$ cat src/rtl/serial_twos_complement.sv
// rtl/serial_twos_complement.sv - bit-serial LSB-first two's-complement negator with overflow flag
module serial_twos_complement #(
    parameter int WIDTH = 5,
    parameter int CNT_W = 3
) (
    input  logic             clk,
    input  logic             rst_n,
    input  logic             in_valid,
    output logic             in_ready,
    input  logic [WIDTH-1:0] in_data,
    output logic             out_valid,
    input  logic             out_ready,
    output logic [WIDTH-1:0] out_data,
    output logic             out_ovf,
    output logic             busy
);

    typedef enum logic [1:0] {
        IDLE  = 2'd0,
        SHIFT = 2'd1,
        DONE  = 2'd2
    } state_t;

    state_t state;
    state_t state_next;

    logic [WIDTH-1:0] sr;
    logic [WIDTH-1:0] result;
    logic [CNT_W-1:0] cnt;
    logic             seen_one;
    logic             ovf;

    logic bit_in;
    logic bit_out;
    logic last_bit;

    // Bits up to and including the first 1 pass through; every later bit is inverted.
    assign bit_in   = sr[0];
    assign bit_out  = seen_one ? ~bit_in : bit_in;
    assign last_bit = (cnt == CNT_W'(WIDTH - 1));

    assign in_ready  = (state == IDLE);
    assign out_valid = (state == DONE);
    assign busy      = (state != IDLE);
    assign out_data  = result;
    assign out_ovf   = ovf;

    // State register.
    always_ff @(posedge clk) begin
        if (!rst_n) begin
            state <= IDLE;
        end else begin
            state <= state_next;
        end
    end

    // Next-state decode: accept in IDLE, WIDTH shift cycles, hold in DONE until consumed.
    always_comb begin
        state_next = state;
        case (state)
            IDLE:    if (in_valid)  state_next = SHIFT;
            SHIFT:   if (last_bit)  state_next = DONE;
            DONE:    if (out_ready) state_next = IDLE;
            default: state_next = IDLE;
        endcase
    end

    // Datapath: latch word on accept, then emit one negated bit per clock into result MSB.
    always_ff @(posedge clk) begin
        if (!rst_n) begin
            sr       <= '0;
            result   <= '0;
            cnt      <= '0;
            seen_one <= 1'b0;
            ovf      <= 1'b0;
        end else begin
            case (state)
                IDLE: begin
                    if (in_valid) begin
                        sr       <= in_data;
                        cnt      <= '0;
                        seen_one <= 1'b0;
                    end
                end
                SHIFT: begin
                    result   <= {bit_out, result[WIDTH-1:1]};
                    sr       <= sr >> 1;
                    seen_one <= seen_one | bit_in;
                    cnt      <= cnt + CNT_W'(1);
                    // Only the most-negative word reaches its MSB with no earlier 1 and a 1 there.
                    if (last_bit) begin
                        ovf <= ~seen_one & bit_in;
                    end
                end
                default: begin
                end
            endcase
        end
    end

endmodule

$ cat config.mk
export PLATFORM = sky130hd
export DESIGN_NAME = serial_twos_complement
export DESIGN_NICKNAME = d
export VERILOG_FILES = /design/src/rtl/serial_twos_complement.sv
export SDC_FILE = /design/constraint.sdc
export NUM_CORES = 1
export LEC_CHECK = 0
export CORE_MARGIN = 2
export CORE_UTILIZATION = 47
export CTS_CLUSTER_DIAMETER = 200
export DETAILED_ROUTE_END_ITERATION = 7
export GPL_TIMING_DRIVEN = 0
export PLACE_DENSITY = 0.73
export SLEW_MARGIN = 40
export SYNTH_ARGS = -nofsm -noshare
export SYNTH_HDL_FRONTEND = slang
export SYNTH_SLANG_ARGS = --single-unit
$ cat constraint.sdc
create_clock -name clk -period 1.15 [get_ports clk]
set_input_delay 0.1725 -clock clk [delete_from_list [all_inputs] [get_ports clk]]
set_output_delay 0.1725 -clock clk [all_outputs]
set_load 0.01 [all_outputs]
==> results of run 1 <==
==> what timing repair did <==
item | 4_1_cts | 5_1_grt
gates resized for setup | 30 | 30
endpoints found under the hold margin | 0 | 0
pin swaps | 3 | 10
buffers inserted | 4 | 1
hold buffers | 0 | 0
endpoints found under the setup margin | 10 | 19
==> registers in the layout, indices dropped and copies added, names as in the netlist <==
signal    count
cnt           3
out_data      5
out_ovf       1
seen_one      1
sr            5
state         2
==> placed cells by master, fill, tap and decap left out, types with 2 or more instances in the layout <==
master           count
dlygate4sd2_1        3
clkbuf_4             3
dfxtp_2              2
nor3b_2              2
nand2_1              7
dfxtp_1             14
nor2_1               7
nand2_2              5
ha_1                 4
nor2_4               2
inv_1                9
a21oi_1              3
clkdlybuf4s50_1      7
a21oi_2              7
nor2_2               2
nor2b_2              2
buf_2                2
buf_4                5
clkdlybuf4s15_1      3
buf_6                3
nor2b_1              2
o221a_2              4
==> stage by stage <==
step | total power [mW] | utilization | hold slack [ns] | std cells
3_3_place_gp | 0.821 | 0.635 | 0.447 | 124
4_1_cts | 1.15 | 0.683 | 0.472 | 131
5_1_grt | 1.25 | 0.744 | 0.433 | 132
3_5_place_dp | 0.824 | 0.635 | 0.461 | 124
6_report | 1.18 | 0.744 | 0.406 | 132
2_1_floorplan | 0.751 | - | 0.319 | 91
==> final timing paths <==
check,slack (ns),end
worst max-delay path,-0.08,out_valid
worst min-delay path,0.41,sr[4]
worst min register to register,0.47,out_data[1]
worst max register to register,-0.03,out_ovf
==> Yosys cell counts <==
| cell type | number | area [um2] |
|---|---|---|
| o221a_2 | 4 | 45.0 |
| clkbuf_1 | 2 | 7.51 |
| nor3b_1 | 1 | 7.51 |
| mux2i_1 | 1 | 10.0 |
| nand2_1 | 12 | 45.0 |
| a32oi_1 | 1 | 8.76 |
| buf_2 | 1 | 5.00 |
| nand2b_1 | 1 | 6.26 |
| a311oi_1 | 1 | 8.76 |
| buf_4 | 1 | 7.51 |
| dfxtp_1 | 17 | 340 |
| a21oi_1 | 10 | 50.1 |
| nand4_1 | 1 | 6.26 |
| nor2_1 | 11 | 41.3 |
| ha_1 | 4 | 50.1 |
| nand3_1 | 1 | 5.00 |
| buf_6 | 1 | 11.3 |
| inv_1 | 9 | 33.8 |
| nand3b_1 | 1 | 7.51 |
| a31oi_1 | 1 | 6.26 |
| a22oi_1 | 1 | 7.51 |
| o21bai_1 | 1 | 7.51 |
| nor2b_1 | 4 | 25.0 |
| nor3b_2 | 1 | 12.5 |
| o21ai_0 | 1 | 5.00 |
| a2bb2oi_1 | 2 | 17.5 |
==> logic make-up (layout without fill, tap and decap cells) <==
group / after synthesis / count (layout)
AO/OA/AOI/OAI: 22 / 22
adder cells (fa/ha/maj): 4 / 4
AND/OR/NAND/NOR: 33 / 33
flip-flops: 17 / 17
multiplexers: 1 / 1
buffers and inverters: 14 / 39
==> report_power, final <==
part | total (mW) | switching, mW | leakage [nW] | internal (mW)
Sequential | 0.633 | 0.0190 | 0.140 | 0.614
Clock | 0.324 | 0.189 | 0.0150 | 0.135
Combinational | 0.227 | 0.109 | 0.314 | 0.118
Total | 1.18 | 0.318 | 0.469 | 0.867
==> worst max-delay path: cells and delay by family, from the launching register on <==
kind	cells	cell delay [ns]
AND/OR/NAND/NOR	1	0.13
flip-flops	1	0.36
buffers and inverters	2	0.27
==> per-layer routing <==
layer  vias up  GRT usage
met5         -          0
met4         0     0.0667
met3         2     0.0720
met2        18      0.359
met1       336      0.212
li1        358          -
==> layout make-up <==
type / count / area share
Tap cell: 16 / 0.0177
Clock buffer: 4 / 0.0232
Timing Repair Buffer: 22 / 0.178
Multi-Input combinational cell: 60 / 0.412
Sequential cell: 17 / 0.306
Buffer: 4 / 0.0342
Inverter: 9 / 0.0298
==> run_results.csv, run 1 <==
group,metric,value,unit
outcome,run_status,"complete, but fails checks",
outcome,violations,"setup timing",
detailed_routing,wire_per_inst,13.5,um
detailed_routing,vias,714,
synthesis,synth.cell_area,778,um2
timing,slew_headroom,0.789,
global_routing,grt_pass1_wl,2850,um
floorplanning,die_height,44.7,um
global_routing,grt.total_usage,0.199,
cells_and_area,fillers,116,
floorplanning,dieArea,0.00200,mm2
detailed_routing,ant_nets,0,
timing,slew_viol_final,0,
worst_setup_path,startpoint,"state[0]",
timing,finalSetupTns,-0.193,ns
floorplanning,start_util,0.511,
worst_setup_path,worstReg2RegStart,"state[1]",
synthesis,yosysWarnings,0,
place,routabilityCongestion,0.738,
timing,tightest_slew,0.316,ns
timing,min_period,1.23,ns
worst_setup_path,worstSetupStartpointType,"flip-flop",
floorplanning,io_pins,18,
timing,setup_viol,5,
detailed_routing,viasPerCell,5.41,
cells_and_area,antenna_cells,0,
synthesis,yosys.area_share.simple,0.201,
floorplanning,die_w,44.7,um
synthesis,synth_top_family_by_area,"simple AND/OR/NAND/NOR gates",
synthesis,synth.avg_cell_area,8.55,um2
timing,setup_ws,-0.0760,ns
power_and_ir_drop,leakage,0.469,nW
clock_network,cts.root.buffer_cell,"clkbuf_4",
global_routing,antenna_found_initial,0,
power_and_ir_drop,power_density,1040,mW/mm2
detailed_routing,first_pass_iters,4,
cells_and_area,multi_input_area,467,um2
cells_and_area,layout-drive-gt1-share,0.397,
worst_setup_path,critPathKind,"reg -> out",
worst_setup_path,slowest_stage,"dfxtp_4",
synthesis,yosys.area_share.adder,0.0643,
worst_setup_path,path_cells,"buf_8 -> nor2b_2 -> buf_2",
detailed_routing,drt_iter0_drc,5,
synthesis,seq_area_frac_synth,0.437,
detailed_routing,routed-wl-met3,109,um
floorplanning,row_count,14,
detailed_routing,wl_met1,722,um
synthesis,synth_cell_types,26,
clock_network,clk_latency,0.29,ns
cells_and_area,nNetsFinal,130,
synthesis,synth_xor_area_frac,0,
synthesis,synthMuxAreaShare,0.0129,
timing,max_freq,816,MHz
clock_network,cts_tree,"done",
synthesis,yosys_register_bits,17,
hold_path,hp-start,"in_valid",
clock_network,cts_sinks,17,
clock_network,htree_levels,1,
global_routing,overflow,0,
clock_network,numCtsBuffers,3,
power_and_ir_drop,ir_drop,1.07,mV
job,maxCapViolCount,0,
detailed_routing,met2_length,940,um
timing,rsz0062_at_grt,"yes",
worst_setup_path,required,0.98,ns
worst_setup_path,reg2reg_depth,6,
clock_network,clk_path_buf_depth,2,
hold_path,hold_class,"in -> reg",
cells_and_area,postLayoutCellArea,0.00113,mm2
clock_network,clk_pin_slew,0.10,ns
synthesis,syn_inst,91,
hold_path,min_path_cells,3,
global_routing,grt_pass1_vias,689,
timing,fin_skew,0.00148,ns
timing,fin_crit_sh,1.07,
worst_setup_path,critPathMaxFanout,5,
detailed_routing,route.detailed.drc,0,
place,dp_hpwl,1180,um
cells_and_area,syn_to_final_growth,45.7,%
detailed_routing,drt-total-wl,1780,um
synthesis,synthesis.nets,104,
cells_and_area,seq_area,347,um2
detailed_routing,top_layer_used,"met4",
synthesis,synth_compound_area_frac,0.201,
timing,hold_viol_final,0,
worst_setup_path,critPathMaxStageDelay,0.36,ns
place,pre_cts_slack,-0.304,ns
global_routing,grt_max_degree,11,
place,placed_cell_area,968,um2
place,io_buffers,17,
worst_setup_path,arrival,1.05,ns
worst_setup_path,worst_setup_path_end_kind,"output pin",
floorplanning,core_area,0.00152,mm2
(Power assumes the default switching activity.)
==> run 2: changes to the inputs <==
--- a/config.mk
+++ b/config.mk
@@ -8,6 +8,7 @@
 export CORE_MARGIN = 2
 export CORE_UTILIZATION = 47
 export CTS_CLUSTER_DIAMETER = 200
+export CTS_CLUSTER_SIZE = 20
 export DETAILED_ROUTE_END_ITERATION = 7
 export GPL_TIMING_DRIVEN = 0
 export PLACE_DENSITY = 0.73
==> results of run 2 <==
No change in the layout: final DEF, timing and power equal those of run 1.
==> variant 1: new RTL, flow settings as in run 1 <==
Reset style: asynchronous (`rst_n`), changed in 2 clocked blocks.
--- a/src/rtl/serial_twos_complement.sv
+++ b/src/rtl/serial_twos_complement.sv
@@ -47,5 +47,5 @@
 
     // State register.
-    always_ff @(posedge clk) begin
+    always_ff @(posedge clk or negedge rst_n) begin
         if (!rst_n) begin
             state <= IDLE;
@@ -67,5 +67,5 @@
 
     // Datapath: latch word on accept, then emit one negated bit per clock into result MSB.
-    always_ff @(posedge clk) begin
+    always_ff @(posedge clk or negedge rst_n) begin
         if (!rst_n) begin
             sr       <= '0;
Behaviour: differs if rst_n is asserted again (counterexample within 4 cycles, from zero or initial values and one cycle with rst_n low); with rst_n held inactive, the same outputs for 10 cycles.
==> variant 1 against run 1 <==
- the flow still finishes with violations (negative setup slack)
- via count decreased by 1.7%
- wire length rose by 2.1%
- design area rose by 4.3%
- worst setup slack worse by 83 ps
- critical endpoint is now out_ovf
- sequential cell count unchanged
- synthesized area is 1.4% higher
Power is not compared: it rests on default switching activity, and its combinational part moved more than twofold at a synthesized area within 25%.
==> variant 1: results (changes against run 1) <==
<table>
<tr><th>Metric</th><th>Value</th></tr>
<tr><th colspan="2">Layout</th></tr>
<tr><td>Share of post-route cells with drive strength above 1</td><td>0.316 (-0.0803)</td></tr>
<tr><td>Fin nets</td><td>131 (+0.77%)</td></tr>
<tr><th colspan="2">Route</th></tr>
<tr><td>Violation count after the first detailed-routing iteration</td><td>7 (+2)</td></tr>
<tr><td>Routed length per instance</td><td>13.7 um (+1.4%)</td></tr>
<tr><th colspan="2">STA</th></tr>
<tr><td>Final setup slack of the worst path</td><td>-159 ps (-83.1 ps)</td></tr>
<tr><td># setup viols final</td><td>9 (+4)</td></tr>
<tr><td>TNS Setup</td><td>-725 ps (-532 ps)</td></tr>
<tr><td>Headroom to the max-slew limit</td><td>0.746 (-0.0431)</td></tr>
<tr><th colspan="2">Synth</th></tr>
<tr><td>Post-synth net total</td><td>94 (-9.6%)</td></tr>
<tr><td>Portion of the post-synthesis area used by sequential elements</td><td>0.539 (+0.102)</td></tr>
<tr><td>Top cells by instance count after synthesis</td><td>20 x sky130_fd_sc_hd__nand2_1, 17 x sky130_fd_sc_hd__dfrtp_1, 7 x sky130_fd_sc_hd__inv_1</td></tr>
<tr><td>Mean instance size in the synthesized netlist</td><td>9.75 um^2 (+14%)</td></tr>
<tr><td>Fraction of registers with async set/reset</td><td>1.00 (+1.00)</td></tr>
<tr><td>Most area-consuming cells after synthesis</td><td>sky130_fd_sc_hd__dfrtp_1 54%, sky130_fd_sc_hd__nand2_1 9.5%, sky130_fd_sc_hd__ha_1 6.3%</td></tr>
<tr><th colspan="2">Setup path</th></tr>
<tr><td>Largest fanout of any net on the critical path</td><td>6 (+1)</td></tr>
<tr><td>Count of cells along the worst register-to-register path</td><td>4 (-2)</td></tr>
<tr><td>Arrival time of data at the critical path endpoint</td><td>1490 ps (+440 ps)</td></tr>
<tr><th colspan="2">Placed design</th></tr>
<tr><td>Area of placed instances</td><td>987 um^2 (+1.9%)</td></tr>
<tr><td>Placer congestion estimate</td><td>0.739 (+0.19%)</td></tr>
<tr><td>Post-Place Worst Slack</td><td>-389 ps (-85.0 ps)</td></tr>
<tr><td>Hpwl dp</td><td>1120 um (-4.9%)</td></tr>
<tr><th colspan="2">Run status</th></tr>
<tr><td>Result of the run</td><td>finished, violations left</td></tr>
<tr><td>Violated checks</td><td>negative setup slack</td></tr>
<tr><th colspan="2">Worst hold path</th></tr>
<tr><td>Path type of the worst min-delay path</td><td>in2async</td></tr>
<tr><th colspan="2">Global route</th></tr>
<tr><td>Largest net degree at the start of global routing</td><td>18 (+7)</td></tr>
<tr><td>Overall global routing resource usage</td><td>0.197 (-0.00218)</td></tr>
<tr><td>Via count of the first global-routing pass</td><td>655 (-4.9%)</td></tr>
</table>
==> variant 1: changes by cell type in the layout (fill, tap and decap cells not counted), sizes merged, moves of 3 or more <==
cell and delta:
a21oi -7, buf +10, dfrtp +17, dfxtp -17, nand2 +8, nor2 -7, nor2b -3, o221a -4
o22ai +6
==> variant 1: per-stage QoR <==
stage	util	power (mW)
final	0.767	3.21
after global routing	0.767	3.42
after CTS	0.726	3.03
after detailed placement	0.640	2.43
after global placement	0.640	2.38
after floorplan	-	1.92
==> variant 1: layout make-up <==
cell class                      instances  area [um^2]  share of cell area
Inverter                                7         28.8              0.0243
Tap cell                               16         20.0              0.0169
Multi-Input combinational cell         54          380               0.322
Sequential cell                        17          427               0.361
Clock buffer                            4         26.3              0.0222
Timing Repair Buffer                   33          278               0.235
Buffer                                  2         22.5              0.0190
==> variant 1: worst max-delay path: stages (launching register included) <==
cell,delay [ps]
sky130_fd_sc_hd__dfrtp_2,420
sky130_fd_sc_hd__buf_6,130
sky130_fd_sc_hd__and2b_2,250
sky130_fd_sc_hd__nand3_4,90
sky130_fd_sc_hd__mux2_4,310
==> variant 1: repair_timing <==
item	CTS	global route
setup buffers	11	3
pin swaps	2	3
endpoints found under the setup margin	16	21
cloned	1	0
hold endpoints to repair	0	17
gates resized for setup	30	12
hold buffers	0	1
==> variant 1: logic make-up after synthesis <==
family | Yosys count | synth area share
compound gates | 18 | 0.146
flops | 17 | 0.539
mux | 1 | 0.0190
buf+inv | 10 | 0.0586
fa+ha+maj | 4 | 0.0634
simple gates | 31 | 0.174
==> variant 1: power by group through the flow <==
stage          registers, mW  logic (mW)  clock network (mW)
6_report                1.07        1.83               0.314
5_1_grt                 1.10        1.99               0.335
4_1_cts                 1.05        1.65               0.322
3_5_place_dp            1.09        1.34                   0
3_3_place_gp            1.08        1.30                   0
2_1_floorplan           1.10       0.818                   0
==> variant 1: final timing paths <==
path,from,to,slack (ps)
min,rst_n,cnt[1],330
min reg2reg,out_data[0],out_data[0],480
max in group asynchronous,rst_n,state[1],530
min in group clk,in_data[4],sr[4],450
max,state[1],out_ovf,-160
max reg2reg,state[1],out_ovf,-160
==> variant 1: per-layer routing <==
| layer | routed length [um] | vias up | global-route usage |
|---|---|---|---|
| met2 | 929 | 16 | 0.340 |
| met4 | 17 | 0 | 0.0529 |
| met3 | 77 | 4 | 0.0240 |
| li1 | - | 343 | - |
| met1 | 798 | 339 | 0.260 |
| met5 | 0 | - | 0 |
==> variant 2: new RTL, config.mk and constraints of run 1 <==
Made on the original files. Set the parameter `WIDTH` to 10 (it was 5).
--- a/src/rtl/serial_twos_complement.sv
+++ b/src/rtl/serial_twos_complement.sv
@@ -1,5 +1,5 @@
 // rtl/serial_twos_complement.sv - bit-serial LSB-first two's-complement negator with overflow flag
 module serial_twos_complement #(
-    parameter int WIDTH = 5,
+    parameter int WIDTH = 10,
     parameter int CNT_W = 3
 ) (
Interface: changed (resized in_data and out_data); port bits go from 18 to 28. The function was not compared with the original's and may differ.
==> variant 2 against run 1 <==
- die area is 55% higher
- sequential cell count is 10 higher
- sequential power is 61% higher
- worst setup slack worse by 67 ps
- sequential share of layout area is 1.5 points higher
- global-route usage is 0.65 points lower
- the flow still finishes with violations (negative setup slack)
- power is 59% higher
- clock power is 33% higher
- wire length is 64% higher
- maximum frequency is 5.2% lower
- synthesized area is 61% higher
- design area is 55% higher
- largest power group unchanged
==> variant 2: results (changes against run 1) <==
<table>
<tr><th>Metric</th><th>Value</th></tr>
<tr><th colspan="2">Global route</th></tr>
<tr><td>Via count of the first global-routing pass</td><td>1,031 (+50%)</td></tr>
<tr><td>Largest net degree at the start of global routing</td><td>17 (+6)</td></tr>
<tr><td>Overall global routing resource usage</td><td>0.192 (-0.00653)</td></tr>
<tr><th colspan="2">Layout</th></tr>
<tr><td>Final Cell Area</td><td>1760 um^2 (+55%)</td></tr>
<tr><td>Fin nets</td><td>200 (+54%)</td></tr>
<tr><td>Final instance count without filler cells</td><td>211 (+60%)</td></tr>
<tr><td>Non-clk invs</td><td>5 (-4)</td></tr>
<tr><td>Footprint of the multi-input gates</td><td>688 um^2 (+47%)</td></tr>
<tr><th colspan="2">Placed design</th></tr>
<tr><td>Number of port buffers</td><td>26 (+9)</td></tr>
<tr><td>Area of placed instances</td><td>1550 um^2 (+60%)</td></tr>
<tr><td>Post-Place Worst Slack</td><td>-378 ps (-73.2 ps)</td></tr>
<tr><td>Hpwl dp</td><td>1800 um (+52%)</td></tr>
<tr><th colspan="2">Route</th></tr>
<tr><td>Routed length per instance</td><td>13.9 um (+2.6%)</td></tr>
<tr><th colspan="2">Setup path</th></tr>
<tr><td>Largest fanout of any net on the critical path</td><td>3 (-2)</td></tr>
<tr><td>Crit path capture</td><td>busy</td></tr>
<tr><td>Biggest cell delay along the critical path</td><td>380 ps (+20 ps)</td></tr>
<tr><th colspan="2">Synth</th></tr>
<tr><td>Top cells by instance count after synthesis</td><td>27 x sky130_fd_sc_hd__dfxtp_1, 22 x sky130_fd_sc_hd__nand2_1, 13 x sky130_fd_sc_hd__nor2b_1</td></tr>
<tr><td>Post-synthesis cell type count</td><td>29 (+12%)</td></tr>
<tr><td>Post-synth net total</td><td>157 (+51%)</td></tr>
<tr><td>Mean instance size in the synthesized netlist</td><td>9.02 um^2 (+5.5%)</td></tr>
<tr><td>Flip-flop and latch count after synthesis</td><td>27 (+10)</td></tr>
<tr><th colspan="2">Power and ir drop</th></tr>
<tr><td>Static Leak</td><td>0.706 nW (+51%)</td></tr>
<tr><th colspan="2">STA</th></tr>
<tr><td>Layout Skew</td><td>2.16 ps (+0.681 ps)</td></tr>
<tr><td># setup viols final</td><td>15 (+10)</td></tr>
<tr><td>Final setup slack of the worst path</td><td>-143 ps (-67.2 ps)</td></tr>
<tr><th colspan="2">Run status</th></tr>
<tr><td>Result of the run</td><td>finished, violations left</td></tr>
<tr><td>Violated checks</td><td>negative setup slack</td></tr>
<tr><th colspan="2">Clock network</th></tr>
<tr><td>Post-CTS setup buffers</td><td>6 (+2)</td></tr>
<tr><td>Clk pin slew, worst setup/hold paths</td><td>160 ps (+60 ps)</td></tr>
<tr><th colspan="2">Worst hold path</th></tr>
<tr><td>End point of the worst hold path</td><td>out_data[0]</td></tr>
</table>
-- variant 2: cells by family (layout without fill, tap and decap cells) --
family | Yosys count | after routing | synth area share
flip-flops | 27 | 27 | 0.431
adder cells (fa/ha/maj) | 4 | 4 | 0.0399
buffers and inverters | 16 | 58 | 0.0719
AND/OR/NAND/NOR | 55 | 55 | 0.221
AO/OA/AOI/OAI | 35 | 35 | 0.221
multiplexers | 2 | 2 | 0.0160
-- variant 2: layer usage --
layer | vias up | wire, um | share of wire | GRT usage
met5 | - | 0 | 0 | 0
met4 | 0 | 10 | 0.0034 | 0.0627
met3 | 2 | 103 | 0.035 | 0.0326
met2 | 18 | 1450 | 0.50 | 0.318
met1 | 541 | 1360 | 0.46 | 0.256
li1 | 556 | - | - | -
-- variant 2: power by group --
| part | switching, mW | internal [mW] |
|---|---|---|
| logic | 0.189 | 0.238 |
| registers | 0.0349 | 0.986 |
| clock network | 0.297 | 0.133 |
| total | 0.521 | 1.36 |
